<file path="src/rtl/mips_pkg.sv">
`default_nettype none
// ============================================================================
// Module  : mips_pkg
// Purpose : Shared constants and the instruction-memory loader state encoding
//           used by the loader and by processor-level benches.
// Rev     : 1.0  initial release
// ============================================================================
package mips_pkg;

   localparam int WORD_WIDTH = 32;

   typedef enum logic [2:0] {
      IDLE   = 3'd0,
      HDR_HI = 3'd1,
      HDR_LO = 3'd2,
      DATA   = 3'd3,
      DONE   = 3'd4,
      ERROR  = 3'd5
   } loader_state_t;

endpackage : mips_pkg
`default_nettype wire

</file>
<file path="src/rtl/byte_packer.sv">
`default_nettype none
// ============================================================================
// Module  : byte_packer
// Purpose : Big-endian byte-to-word shift register. Each shifted byte enters
//           at bits [7:0] and the older bytes move up, so the first byte of
//           a word ends in bits [31:24] after four shifts.
// Rev     : 1.0  initial release
// ============================================================================
module byte_packer
   import mips_pkg::*;
(
   input  logic                  clk,
   input  logic                  reset,
   input  logic                  i_clear,
   input  logic                  i_shift_in,
   input  logic [7:0]            i_byte,
   output logic [WORD_WIDTH-1:0] o_word,
   output logic                  o_word_full
);

   logic [WORD_WIDTH-1:0] r_word;
   logic [1:0]            r_byte_idx;

   // Shift register and byte index; clear wins over a concurrent shift.
   always_ff @(posedge clk) begin
      if (reset || i_clear) begin
         r_word     <= '0;
         r_byte_idx <= 2'd0;
      end else if (i_shift_in) begin
         r_word     <= {r_word[WORD_WIDTH-9:0], i_byte};
         r_byte_idx <= r_byte_idx + 2'd1;
      end
   end

   assign o_word      = r_word;
   // High when the next shifted byte is the 4th of the current word.
   assign o_word_full = (r_byte_idx == 2'd3);

endmodule : byte_packer
`default_nettype wire

</file>
<file path="src/rtl/imem_loader.sv">
`default_nettype none
// ============================================================================
// Module  : imem_loader
// Purpose : Boot-time instruction memory loader. Parses a 16-bit word-count
//           header, packs big-endian words from a byte stream and writes them
//           to instruction memory while holding the CPU in reset.
// Rev     : 1.0  initial release
// ============================================================================
module imem_loader
   import mips_pkg::*;
#(
   parameter int ADDR_WIDTH = 8
) (
   input  logic                  clk,
   input  logic                  reset,
   input  logic                  start,
   input  logic                  in_valid,
   input  logic [7:0]            in_byte,
   output logic                  in_ready,
   output logic                  wr_en,
   output logic [ADDR_WIDTH-1:0] wr_addr,
   output logic [WORD_WIDTH-1:0] wr_data,
   output logic                  cpu_hold,
   output logic                  done,
   output logic                  error
);

   localparam logic [31:0] c_CAPACITY = 32'(2 ** ADDR_WIDTH);

   loader_state_t         r_state;
   logic                  r_in_ready;
   logic                  r_wr_en;
   logic                  r_last_wr;
   logic [ADDR_WIDTH-1:0] r_wr_addr;
   logic                  r_cpu_hold;
   logic                  r_done;
   logic                  r_error;
   logic [15:0]           r_count;
   logic [ADDR_WIDTH:0]   r_word_idx;

   logic                  w_xfer;
   logic [15:0]           w_hdr_n;
   logic [WORD_WIDTH-1:0] w_word;
   logic                  w_word_full;
   logic                  w_last_word;

   assign w_xfer      = in_valid && r_in_ready;
   assign w_hdr_n     = {r_count[15:8], in_byte};
   // Word index is one bit wider than the address so N = capacity is reachable.
   assign w_last_word = ((32'(r_word_idx) + 32'd1) == 32'(r_count));

   byte_packer u_packer (
      .clk         (clk),
      .reset       (reset),
      .i_clear     (r_state != DATA),
      .i_shift_in  (w_xfer && (r_state == DATA)),
      .i_byte      (in_byte),
      .o_word      (w_word),
      .o_word_full (w_word_full)
   );

   // Loader FSM with registered handshake, write strobe and status outputs.
   always_ff @(posedge clk) begin
      if (reset) begin
         r_state    <= IDLE;
         r_in_ready <= 1'b0;
         r_wr_en    <= 1'b0;
         r_last_wr  <= 1'b0;
         r_wr_addr  <= '0;
         r_cpu_hold <= 1'b1;
         r_done     <= 1'b0;
         r_error    <= 1'b0;
         r_count    <= '0;
         r_word_idx <= '0;
      end else begin
         r_wr_en <= 1'b0;
         case (r_state)
            IDLE, DONE, ERROR: begin
               if (start) begin
                  r_state    <= HDR_HI;
                  r_in_ready <= 1'b1;
                  r_cpu_hold <= 1'b1;
                  r_done     <= 1'b0;
                  r_error    <= 1'b0;
               end
            end
            HDR_HI: begin
               if (w_xfer) begin
                  r_count[15:8] <= in_byte;
                  r_state       <= HDR_LO;
               end
            end
            HDR_LO: begin
               if (w_xfer) begin
                  r_count[7:0] <= in_byte;
                  r_word_idx   <= '0;
                  r_last_wr    <= 1'b0;
                  if (w_hdr_n == 16'd0) begin
                     r_state    <= DONE;
                     r_in_ready <= 1'b0;
                     r_cpu_hold <= 1'b0;
                     r_done     <= 1'b1;
                  end else if (32'(w_hdr_n) > c_CAPACITY) begin
                     r_state    <= ERROR;
                     r_in_ready <= 1'b0;
                     r_error    <= 1'b1;
                  end else begin
                     r_state <= DATA;
                  end
               end
            end
            DATA: begin
               if (r_wr_en && r_last_wr) begin
                  r_state    <= DONE;
                  r_cpu_hold <= 1'b0;
                  r_done     <= 1'b1;
               end else if (w_xfer && w_word_full) begin
                  r_wr_en    <= 1'b1;
                  r_wr_addr  <= r_word_idx[ADDR_WIDTH-1:0];
                  r_word_idx <= r_word_idx + 1'b1;
                  r_last_wr  <= w_last_word;
                  // Nothing follows the final word, so stop accepting bytes.
                  if (w_last_word) begin
                     r_in_ready <= 1'b0;
                  end
               end
            end
            default: begin
               r_state    <= IDLE;
               r_in_ready <= 1'b0;
            end
         endcase
      end
   end

   assign in_ready = r_in_ready;
   assign wr_en    = r_wr_en;
   assign wr_addr  = r_wr_addr;
   assign wr_data  = w_word;
   assign cpu_hold = r_cpu_hold;
   assign done     = r_done;
   assign error    = r_error;

endmodule : imem_loader
`default_nettype wire

</file>
<file path="config.mk">
export PLATFORM = sky130hd
export DESIGN_NAME = imem_loader
export DESIGN_NICKNAME = d
export VERILOG_FILES = /design/src/rtl/mips_pkg.sv /design/src/rtl/byte_packer.sv /design/src/rtl/imem_loader.sv
export SDC_FILE = /design/constraint.sdc
export NUM_CORES = 1
export LEC_CHECK = 0
export ABC_AREA = 1
export BUFFER_PORTS_ARGS = -buffer_cell sky130_fd_sc_hd__buf_4
export CORE_MARGIN = 3
export CORE_UTILIZATION = 59
export DETAILED_ROUTE_END_ITERATION = 12
export GPL_TIMING_DRIVEN = 1
export PLACE_DENSITY = 0.92
export SETUP_SLACK_MARGIN = 0.15
export SLEW_MARGIN = 20
export SYNTH_ARGS = -nofsm -noshare
export SYNTH_HDL_FRONTEND = slang
export SYNTH_SLANG_ARGS = --single-unit
</file>
<file path="constraint.sdc">
create_clock -name clk -period 3.8 [get_ports clk]
set_clock_uncertainty 0.1 [all_clocks]
set_input_delay 0.38 -clock clk [delete_from_list [all_inputs] [get_ports clk]]
set_output_delay 0.38 -clock clk [all_outputs]
set_load 0.005 [all_outputs]
</file>
==> results of run 1 <==
[kinds of logic (layout without fill, tap and decap cells)]
kind of cell    Yosys count  after routing  share of synthesized area [%]
fa+ha+maj                 2              2                         0.7694
compound gates           75             75                          13.47
buf+inv                  64            123                          7.810
flops                    76             76                          46.79
xor+xnor                  4              4                          1.501
simple gates            226            226                          29.67
[final cells by class]
type	count	share of cell area [%]
multi-input cells	307	37.45
clock buffers	11	3.840
well taps	70	2.222
clock inverters	5	2.095
flip-flops and latches	76	38.59
inverters	48	4.570
repair buffers	59	11.23
[report_power, final]
group	internal, mW	switching, mW
Clock	0.408	0.302
Combinational	0.141	0.287
Sequential	0.840	0.0352
[synth_stat cells (all sizes together), types with 2 or more instances]
library cell / instances
nand2: 72
a21oi: 34
buf: 7
nand3: 31
clkinv: 2
nor2: 94
o21ai: 23
nor3: 28
dfxtp: 76
a221oi: 7
xor2: 2
ha: 2
a211oi: 8
inv: 46
clkbuf: 9
[worst paths after layout]
check	from	endpoint	cells past startpoint
worst max register to register	r_state[0]$_SDFFE_PP0P_	wr_addr[1]$_SDFFE_PP0P_	7
worst min-delay path	in_byte[6]	u_packer.o_word[6]$_SDFFE_PP0P_	3
worst min register to register	r_count[10]$_SDFFE_PP0P_	r_count[10]$_SDFFE_PP0P_	2
worst max-delay path	r_state[0]$_SDFFE_PP0P_	wr_addr[1]$_SDFFE_PP0P_	7
[registers in the layout, indices dropped and copies added (netlist names)]
register / flops
cpu_hold: 1
done: 1
error: 1
in_ready: 1
r_count: 16
r_last_wr: 1
r_state: 3
r_word_idx: 9
u_packer.o_word: 32
u_packer.r_byte_idx: 2
wr_addr: 8
wr_en: 1
[metal layers]
metal	up-vias	global-route usage, %	wire (um)
met1	1509	33.57	3283
met2	153	44.12	4045
li1	1567	-	-
met4	0	13.51	239
met5	-	0	0
met3	28	5.605	575
[worst register-to-register path, delay by kind of cell, from the launching register on]
family                 cells  cell delay [ns]
buffers and inverters      2             0.35
and+or+nand+nor            5             1.17
DFF                        1             0.48
[through the flow]
stage / util, % / instances
2_1_floorplan: - / 447
3_3_place_gp: 71.25 / 560
3_5_place_dp: 71.25 / 560
4_1_cts: 75.75 / 576
5_1_grt: 75.75 / 576
6_report: 75.75 / 576
[placed cells by master (no fill, tap or decap), types with 7 or more instances in the layout]
master    count
buf_4        59
a21oi_1      33
dfxtp_1      76
clkbuf_8     11
inv_1        43
nand3_1      29
nor2_1       88
a211oi_1      8
nand2_1      70
o21ai_0      18
nor3_1       27
a221oi_1      7
==> run metrics, run 1 <==
number of global-route vias before repair 2963; yosys warns 0; fraction of final layout cells with drive strength greater than 1 17.98%; worst slack on hold paths 0.2347 ns; average via count per standard cell 5.655; path type of the worst setup path flip-flop to flip-flop; CP Cell Sequence nand3_2 > inv_1 > nand2_1 > nor2_2 > inv_1 > nor2_1 > nor2_1; CP peak stage delay 0.65 ns; Main synth FF type dfxtp_1; CP arrival 2.35 ns; hpwl dp 5524 um; total count of hold-check failures in the final report 0; top-area cell type share of the netlist area 46.79%; Max FO, Critical Path 24; Global Route Usage Sum 27.00%; number of max-capacitance violations reported 0; clock slew at reported path FFs 0.08 ns; count of inserted antenna diode cells 0; final routed wire length divided by cell count 14.14 um; kind of cell with the highest combined delay on the critical path simple AND/OR/NAND/NOR gates; CTS-repair resized insts 0; achievable frequency 452.8 MHz; number of detailed-route iterations in the first pass 5; share of synthesized registers carrying an async set or reset 0%; effective utilization at floorplan 62.48%; # setup viols final 0; flop2flop setup slack 1.59 ns; Peak VDD IR 353.1 uV; maximum count of clock buffers along a single path 2; worst endpoint required time 3.94 ns; summed instance area of the synthesized netlist 3252 um2; CTS H-tree lvls 3; Crit path buffers/inverters 2; count of filler cells inserted in the layout 381; unrepaired setup endpoints after global routing no; clk sinks 76; cell area after layout 3943 um2; Post-Place Setup Slack 1.624 ns; Setup TNS 0 ns; post-CTS setup repair buffer count 0; overall power after layout 2.013 mW; result of the run finished clean; Core ar. 5205 um2; Post-DRT Antenna Nets 0; wire length of the first global-routing pass 13720 um; setup slack after layout 1.591 ns; Yosys cell types 30; worst-path cell with the longest stage delay nor2_2; number of synthesized flops with an enable pin 0; relative slew slack 45.18%; slew at the pin closest to its max-slew limit 0.8215 ns; dominant cell type by area after synthesis dfxtp_1; CTS root buffer clkbuf_8; number of port buffers 56; Reg area 1521 um2; die width 80.24 um; total wire length after detailed routing 8143 um; Routability Congestion 0.8813; area of the die 6438 um2; DRC errors left 0; largest net degree at the start of global routing 36; final clock period utilization by the worst path 58.12%; Net count, final 515; CTS tree built; number of cell rows 26; max-slew violations 0; total placed instance area 3709 um2; number of cells produced by synthesis 447; minimum clock period 2.209 ns; Area contributors post-synth dfxtp_1 (47%), nor2_1 (10%), nand2_1 (8.1%), a21oi_1 (5.1%), inv_1 (5.0%); Critical Path Source Type flip-flop; count of boundary I/O pins 57; Static Leakage 1.647 nW; critical path endpoint category flip-flop; Remaining Overflow, GRT 0; Synth Register Bits 76; total via count in the routed design 3257; Post-Syn Nets 461; growth of design area from synthesis to finish 21.24%; starting DRC count in detailed routing 395; number of buffers inserted during clock tree synthesis 9; number of antenna violations at the first check in global routing 0; mean cell area of the mapped netlist 7.275 um2; portion of the post-synthesis area used by sequential elements 46.79%; insertion delay to the later sink of the worst-skew pair 0.35 ns; pwr dens 510.5 nW/um2; type of the tightest min-delay check primary input to flip-flop; area taken by multi-input logic gates 1476 um2; floorplan die height 80.24 um; count of hold buffers inserted by post-cts repair 0
(Power assumes the default switching activity.)
==> inputs of run 2 (changes only) <==
--- a/config.mk
+++ b/config.mk
@@ -8,10 +8,10 @@
 export ABC_AREA = 1
 export BUFFER_PORTS_ARGS = -buffer_cell sky130_fd_sc_hd__buf_4
 export CORE_MARGIN = 3
-export CORE_UTILIZATION = 59
+export CORE_UTILIZATION = 55
 export DETAILED_ROUTE_END_ITERATION = 12
 export GPL_TIMING_DRIVEN = 1
-export PLACE_DENSITY = 0.92
+export PLACE_DENSITY = 0.88
 export SETUP_SLACK_MARGIN = 0.15
 export SLEW_MARGIN = 20
 export SYNTH_ARGS = -nofsm -noshare
==> constraint.sdc (replaced) <==
create_clock -name clk -period 2.2 [get_ports clk]
set_clock_uncertainty 0.1 [all_clocks]
set_input_delay 0.22 -clock clk [delete_from_list [all_inputs] [get_ports clk]]
set_output_delay 0.22 -clock clk [all_outputs]
set_load 0.005 [all_outputs]
==> run 2 against run 1 <==
  * Die area increased by 6.7%
  * Total power grew 77%
  * Sequential power rose by 74%
  * Clock power grew 83%
  * Count of clock-buffer cells in the layout shrank 2
  * Design area rose by 2.1%
  * Critical path depth grew 3
  * Sequential share of layout area down 0.71 points
  * Worst hold slack lost 0.17 ns
  * Non-clock buffer count grew 3
==> run metrics, run 2 (synthesis results as in run 1) <==
pwr dens 883.7 nW/um2 (was 510.5 nW/um2); clock slew at reported path FFs 0.08 ns (about the same); hpwl dp 5633 um (was 5524 um); leading cell type in the layout, fill and taps excluded nor2_1 (unchanged); minimum clock period 1.931 ns (was 2.209 ns); number of buffers inserted during clock tree synthesis 9 (unchanged); commonest cells after routing, fill and taps aside nor2_1 (86), dfxtp_1 (73), nand2_1 (70), buf_4 (62), inv_1 (43) (was nor2_1 (88), dfxtp_1 (76), nand2_1 (70), buf_4 (59), inv_1 (43)); Global Route Usage Sum 23.07% (was 27.00%); slew at the pin closest to its max-slew limit 0.4772 ns (was 0.8215 ns); achievable frequency 517.8 MHz (was 452.8 MHz); result of the run finished clean (unchanged); Routability Congestion 0.8848 (was 0.8813); Worst Hold Path Cells 3 (unchanged); number of antenna violations at the first check in global routing 0 (unchanged); largest net degree at the start of global routing 35 (was 36); average via count per standard cell 5.430 (was 5.655); overall power after layout 3.558 mW (was 2.013 mW); count of inserted antenna diode cells 0 (unchanged); type of the tightest min-delay check primary input to flip-flop (unchanged); number of cells on the worst reg-to-reg path 10 (was 7); number of detailed-route iterations in the first pass 5 (unchanged); effective utilization at floorplan 57.99% (was 62.48%); final routed wire length divided by cell count 13.73 um (was 14.14 um); Worst path depth 10 (was 7); relative slew slack 67.36% (was 45.18%); Setup TNS 0 ns (unchanged); Peak VDD IR 581.4 uV (was 353.1 uV); number of port buffers 56 (unchanged); total wire length after detailed routing 7980 um (was 8143 um); starting DRC count in detailed routing 229 (was 395); CTS root buffer clkbuf_8 (unchanged); max-slew violations 0 (unchanged); floorplan die height 82.89 um (was 80.24 um); Critical Path Source Type flip-flop (unchanged); insertion delay to the later sink of the worst-skew pair 0.35 ns (about the same); total count of hold-check failures in the final report 0 (unchanged); CTS H-tree lvls 3 (unchanged); growth of design area from synthesis to finish 23.82% (was 21.24%); unrepaired setup endpoints after global routing no (unchanged); most frequent cell on the critical path nand2_1; destination of the worst hold path u_packer.o_word[6]$_SDFFE_PP0P_ (unchanged); number of max-capacitance violations reported 0 (unchanged); path type of the worst setup path flip-flop to flip-flop (unchanged); Static Leakage 1.677 nW (was 1.647 nW); flip-flop count of the largest register after layout 32 (unchanged); post-CTS setup repair buffer count 0 (unchanged); kind of cell with the highest combined delay on the critical path simple AND/OR/NAND/NOR gates (unchanged); worst-path cell with the longest stage delay dfxtp_1 (was nor2_2); CP peak stage delay 0.40 ns (was 0.65 ns); wire length of the first global-routing pass 13280 um (was 13720 um); flop2flop setup slack 0.27 ns (was 1.59 ns); Post-DRT Antenna Nets 0 (unchanged); CTS-repair resized insts 0 (unchanged); DRC errors left 0 (unchanged); number of global-route vias before repair 2896 (was 2963); worst endpoint required time 2.39 ns (was 3.94 ns); count of boundary I/O pins 57 (unchanged); area of the die 6871 um2 (was 6438 um2); endpoint of the lowest-slack register-to-register path in_ready$_SDFFE_PP0P_ (was wr_addr[1]$_SDFFE_PP0P_); number of cell rows 27 (was 26); CP arrival 2.12 ns (was 2.35 ns); count of hold buffers inserted by post-cts repair 0 (unchanged); startpoint of the most critical register-to-register path r_word_idx[4]$_SDFFE_PP0P_ (was r_state[0]$_SDFFE_PP0P_); Remaining Overflow, GRT 0 (unchanged); maximum count of clock buffers along a single path 2 (unchanged); critical path endpoint category flip-flop (unchanged); die width 82.89 um (was 80.24 um); Net count, final 518 (was 515); # setup viols final 0 (unchanged); total via count in the routed design 3155 (was 3257); fraction of final layout cells with drive strength greater than 1 20.04% (was 17.98%); CTS tree built (unchanged); clk sinks 76 (unchanged); final clock period utilization by the worst path 87.79% (was 58.12%); hold_sp in_byte[6] (unchanged); Core ar. 5608 um2 (was 5205 um2); CP Cell Sequence nand2_1 > nor2_2 > nand2_1 > o21ai_1 > nand3_1 > nor2_1 > nand3_2 > nand3_1 > nand2_1 > nor2_1 (was nand3_2 > inv_1 > nand2_1 > nor2_2 > inv_1 > nor2_1 > nor2_1); Crit path buffers/inverters 0 (was 2); Max FO, Critical Path 4 (was 24)
## run 2: cell types whose count changed in the layout (fill, tap and decap cells not counted), moves of 2 or more
cell      before  now
buf_4         59   62
dfxtp_1       76   73
clkbuf_8      11    9
nor2_1        88   86
nor2_4         1    3
dfxtp_2        0    3
## run 2: report_power, final
group          switching [mW]  total (mW)  leakage (nW)  internal (mW)
combinational           0.491       0.746         0.942          0.255
sequential             0.0644        1.52         0.615           1.45
clock                   0.536        1.30         0.120          0.761
total                    1.09        3.56          1.68           2.47
## run 2: per-stage QoR
stage	utilization (%)	std cells	hold WS (ns)	setup slack [ns]	area (um2)
after floorplan	-	447	0.2746	0.5295	3252
after global placement	66.58	565	0.3492	0.3846	3734
after detailed placement	66.58	565	0.3544	0.2865	3734
after CTS	71.00	581	0.05433	0.2570	3981
after global routing	71.80	581	0.06502	0.1203	4026
final	71.80	581	0.06227	0.2686	4026
## run 2: cell type report
class                      count  area [um2]
multi-input combinational    307        1518
sequential                    76        1525
clock buffer                   9       123.9
timing repair buffer          62       465.4
fill                         443        1582
inverter                      48       180.2
clock inverter                 7       123.9
tap                           72       90.09
## run 2: how the worst max path moves through the flow
stage	to	startpoint	slack, ns
detailed placement	in_ready$_SDFFE_PP0P_	r_word_idx[0]$_SDFFE_PP0P_	0.29
CTS	in_ready$_SDFFE_PP0P_	r_word_idx[0]$_SDFFE_PP0P_	0.26
finish	in_ready$_SDFFE_PP0P_	r_word_idx[4]$_SDFFE_PP0P_	0.27
global placement	in_ready$_SDFFE_PP0P_	r_word_idx[1]$_SDFFE_PP0P_	0.38
floorplan	in_ready$_SDFFE_PP0P_	r_word_idx[0]$_SDFFE_PP0P_	0.53
global route	in_ready$_SDFFE_PP0P_	r_word_idx[5]$_SDFFE_PP0P_	0.12
## run 2: worst register-to-register path: cells and delay by family (launching register included)
family          cells  cell delay, ns
flops               1            0.40
compound gates      1            0.19
simple gates        9            1.17
## run 2: routing by layer
layer	wire length [um]	GRT usage, %	vias to the layer above
li1	-	-	1571
met1	3373	28.57	1454
met2	3946	38.99	117
met3	528	6.448	13
met4	132	6.984	0
met5	0	0	-
==> inputs of run 3 (changes only) <==
--- a/config.mk
+++ b/config.mk
@@ -5,8 +5,9 @@
 export SDC_FILE = /design/constraint.sdc
 export NUM_CORES = 1
 export LEC_CHECK = 0
-export ABC_AREA = 1
+export ABC_AREA = 0
 export BUFFER_PORTS_ARGS = -buffer_cell sky130_fd_sc_hd__buf_4
+export CORE_ASPECT_RATIO = 2
 export CORE_MARGIN = 3
 export CORE_UTILIZATION = 55
 export DETAILED_ROUTE_END_ITERATION = 12
==> run 3 against run 2 <==
  * Sequential share of layout area up 0.51 points
  * Routed wire length up 0.69%
  * Critical path type unchanged
  * Critical path depth down 3
  * Total power down 25%
  * Fmax down 3.3%
  * Flip-flop and latch count unchanged
  * Cell count down 9.0%
  * Largest power group unchanged
==> run metrics, run 3 <==
result of the run finished clean (unchanged); largest net degree at the start of global routing 44 (was 35); # setup viols final 0 (unchanged); number of buffers inserted during clock tree synthesis 9 (unchanged); total count of hold-check failures in the final report 0 (unchanged); minimum clock period 1.998 ns (was 1.931 ns); Remaining Overflow, GRT 0 (unchanged); fraction of final layout cells with drive strength greater than 1 21.11% (was 20.04%); flip-flop count of the largest register after layout 32 (unchanged); max-slew violations 0 (unchanged); total via count in the routed design 3041 (was 3155); dominant cell type by area after synthesis dfxtp_1 (unchanged); Net count, final 478 (was 518); number of global-route vias before repair 2851 (was 2896); starting DRC count in detailed routing 147 (was 229); mean cell area of the mapped netlist 7.919 um2 (was 7.275 um2); summed instance area of the synthesized netlist 3223 um2 (was 3252 um2); relative slew slack 70.13% (was 67.36%); global routing's busiest layer met2 (unchanged); commonest cells after routing, fill and taps aside nand2_1 (106), dfxtp_1 (74), buf_4 (71), a21oi_1 (62), nor2_1 (27) (was nor2_1 (86), dfxtp_1 (73), nand2_1 (70), buf_4 (62), inv_1 (43)); portion of the post-synthesis area used by sequential elements 47.20% (was 46.79%); count of filler cells inserted in the layout 414 (was 443); DRC errors left 0 (unchanged); Global Route Usage Sum 25.28% (was 23.07%); Main synth FF type dfxtp_1 (unchanged); number of port buffers 56 (unchanged); top cells by count, synth nand2_1 (106), dfxtp_1 (76), a21oi_1 (62), nor2_1 (30), clkbuf_1 (18) (was nor2_1 (88), dfxtp_1 (76), nand2_1 (70), inv_1 (43), a21oi_1 (33)); Post-DRT Antenna Nets 0 (unchanged); count of boundary I/O pins 57 (unchanged); growth of design area from synthesis to finish 23.18% (was 23.82%); yosys warns 0 (unchanged); number of cell rows 38 (was 27); number of detailed-route iterations in the first pass 4 (was 5); CTS tree built (unchanged); post-CTS setup repair buffer count 0 (unchanged); final clock period utilization by the worst path 90.82% (was 87.79%); floorplan die height 114.3 um (was 82.89 um); number of cells produced by synthesis 407 (was 447); library cell with the highest instance count after synthesis nand2_1 (was nor2_1); Routability Congestion 0.9194 (was 0.8848); wire length of the first global-routing pass 13120 um (was 13280 um); share of synthesized registers carrying an async set or reset 0% (unchanged); hpwl dp 5649 um (was 5633 um); Post-Syn Nets 421 (was 461); setup slack after layout 0.2021 ns (was 0.2686 ns); number of max-capacitance violations reported 0 (unchanged); flop2flop setup slack 0.20 ns (was 0.27 ns); slew at the pin closest to its max-slew limit 0.4481 ns (was 0.4772 ns); Area contributors post-synth dfxtp_1 (47%), nand2_1 (12%), a21oi_1 (9.6%), nor2_1 (3.5%), xnor2_1 (3.0%) (was dfxtp_1 (47%), nor2_1 (10%), nand2_1 (8.1%), a21oi_1 (5.1%), inv_1 (5.0%)); total wire length after detailed routing 8035 um (was 7980 um); met1 track demand over resource in global routing 27.36% (was 28.57%); CTS root buffer clkbuf_8 (unchanged); die width 60.13 um (was 82.89 um); Critical Path Source Type flip-flop (unchanged); final routed wire length divided by cell count 15.19 um (was 13.73 um); number of antenna violations at the first check in global routing 0 (unchanged); top-area cell type share of the netlist area 47.20% (was 46.79%); unrepaired setup endpoints after global routing yes (was no); count of hold buffers inserted by post-cts repair 0 (unchanged); critical path endpoint category flip-flop (unchanged); Peak VDD IR 624.6 uV (was 581.4 uV); worst endpoint required time 2.38 ns (was 2.39 ns); effective utilization at floorplan 57.94% (was 57.99%); clock slew at reported path FFs 0.08 ns (about the same); CP arrival 2.18 ns (was 2.12 ns); met2 GRT Util 42.63% (was 38.99%); Setup TNS 0 ns (unchanged); GR met3 Demand/Resource 5.869% (was 6.448%); achievable frequency 500.5 MHz (was 517.8 MHz); area of the die 6870 um2 (was 6871 um2); Reg area 1524 um2 (was 1525 um2); Yosys cell types 42 (was 30); Core ar. 5563 um2 (was 5608 um2); pwr dens 675.8 nW/um2 (was 883.7 nW/um2); leading cell type in the layout, fill and taps excluded nand2_1 (was nor2_1); Post-Place Setup Slack 0.1905 ns (was 0.2865 ns); Synth Register Bits 76 (unchanged); path type of the worst setup path flip-flop to flip-flop (unchanged); area taken by multi-input logic gates 1627 um2 (was 1518 um2); number of synthesized flops with an enable pin 0 (unchanged); insertion delay to the later sink of the worst-skew pair 0.35 ns (about the same); CTS H-tree lvls 3 (unchanged); average via count per standard cell 5.749 (was 5.430); type of the tightest min-delay check primary input to flip-flop (unchanged); Max FO, Critical Path 5 (was 4); count of inserted antenna diode cells 0 (unchanged); clk sinks 76 (unchanged); maximum count of clock buffers along a single path 2 (unchanged); Static Leakage 1.467 nW (was 1.677 nW)
==> run 3: worst paths after layout <==
path                                                  from                               to  cells past startpoint
worst min-delay path                            in_byte[2]  u_packer.o_word[2]$_SDFFE_PP0P_                      3
worst max register to register  r_word_idx[0]$_SDFFE_PP0P_           r_last_wr$_SDFFE_PP0P_                      7
worst min register to register       cpu_hold$_SDFFE_PP1P_            cpu_hold$_SDFFE_PP1P_                      2
worst max-delay path            r_word_idx[0]$_SDFFE_PP0P_           r_last_wr$_SDFFE_PP0P_                      7
==> run 3: worst max-delay path, cell delays in order, from the launching register on <==
cell	delay, ns
dfxtp_1	0.39
ha_4	0.19
nand3_1	0.13
xnor2_1	0.17
nor4_1	0.31
nand4_1	0.18
a311o_1	0.34
a21oi_1	0.13
==> run 3: cell type report <==
class,instances,area share [%]
Timing Repair Buffer,71,13.43
Tap cell,60,1.891
Clock inverter,6,1.639
Multi-Input combinational cell,301,40.97
Inverter,5,0.4727
Clock buffer,10,3.215
Sequential cell,76,38.39
==> run 3: report_power, final <==
| part | leakage, nW | switching (mW) | internal [mW] |
|---|---|---|---|
| clock | 0.0962 | 0.509 | 0.524 |
| sequential | 0.614 | 0.0174 | 1.39 |
| combinational | 0.757 | 0.154 | 0.0878 |
==> run 3: cells by family after synthesis <==
kind of cell | synth area share, %
simple gates | 24.34
compound gates | 15.92
flops | 47.20
buf+inv | 3.766
xor+xnor | 4.891
mux | 2.795
fa+ha+maj | 1.087
==> run 3: per-layer routing <==
layer	wire length, um	up-vias
li1	-	1492
met1	2933	1423
met2	4404	101
met3	401	25
met4	295	0
met5	0	-
==> run 3: per-stage QoR <==
step | utilization, % | hold slack [ns] | instance area [um2] | std cells | power, mW
finish | 71.37 | 0.04133 | 3970 | 529 | 2.683
global route | 71.37 | 0.03312 | 3970 | 529 | 2.783
CTS | 70.54 | 0.02931 | 3924 | 529 | 2.691
detailed placement | 67.03 | 0.3444 | 3729 | 513 | 1.673
global placement | 67.03 | 0.3369 | 3729 | 513 | 1.664
floorplan | - | 0.2560 | 3223 | 407 | 1.591
==> run 3: what timing repair did <==
action / CTS / global route
endpoints found under the hold margin: 0 / 0
pin swaps: 0 / 1
gates resized for setup: 1 / 12
endpoints found under the setup margin: 1 / 13
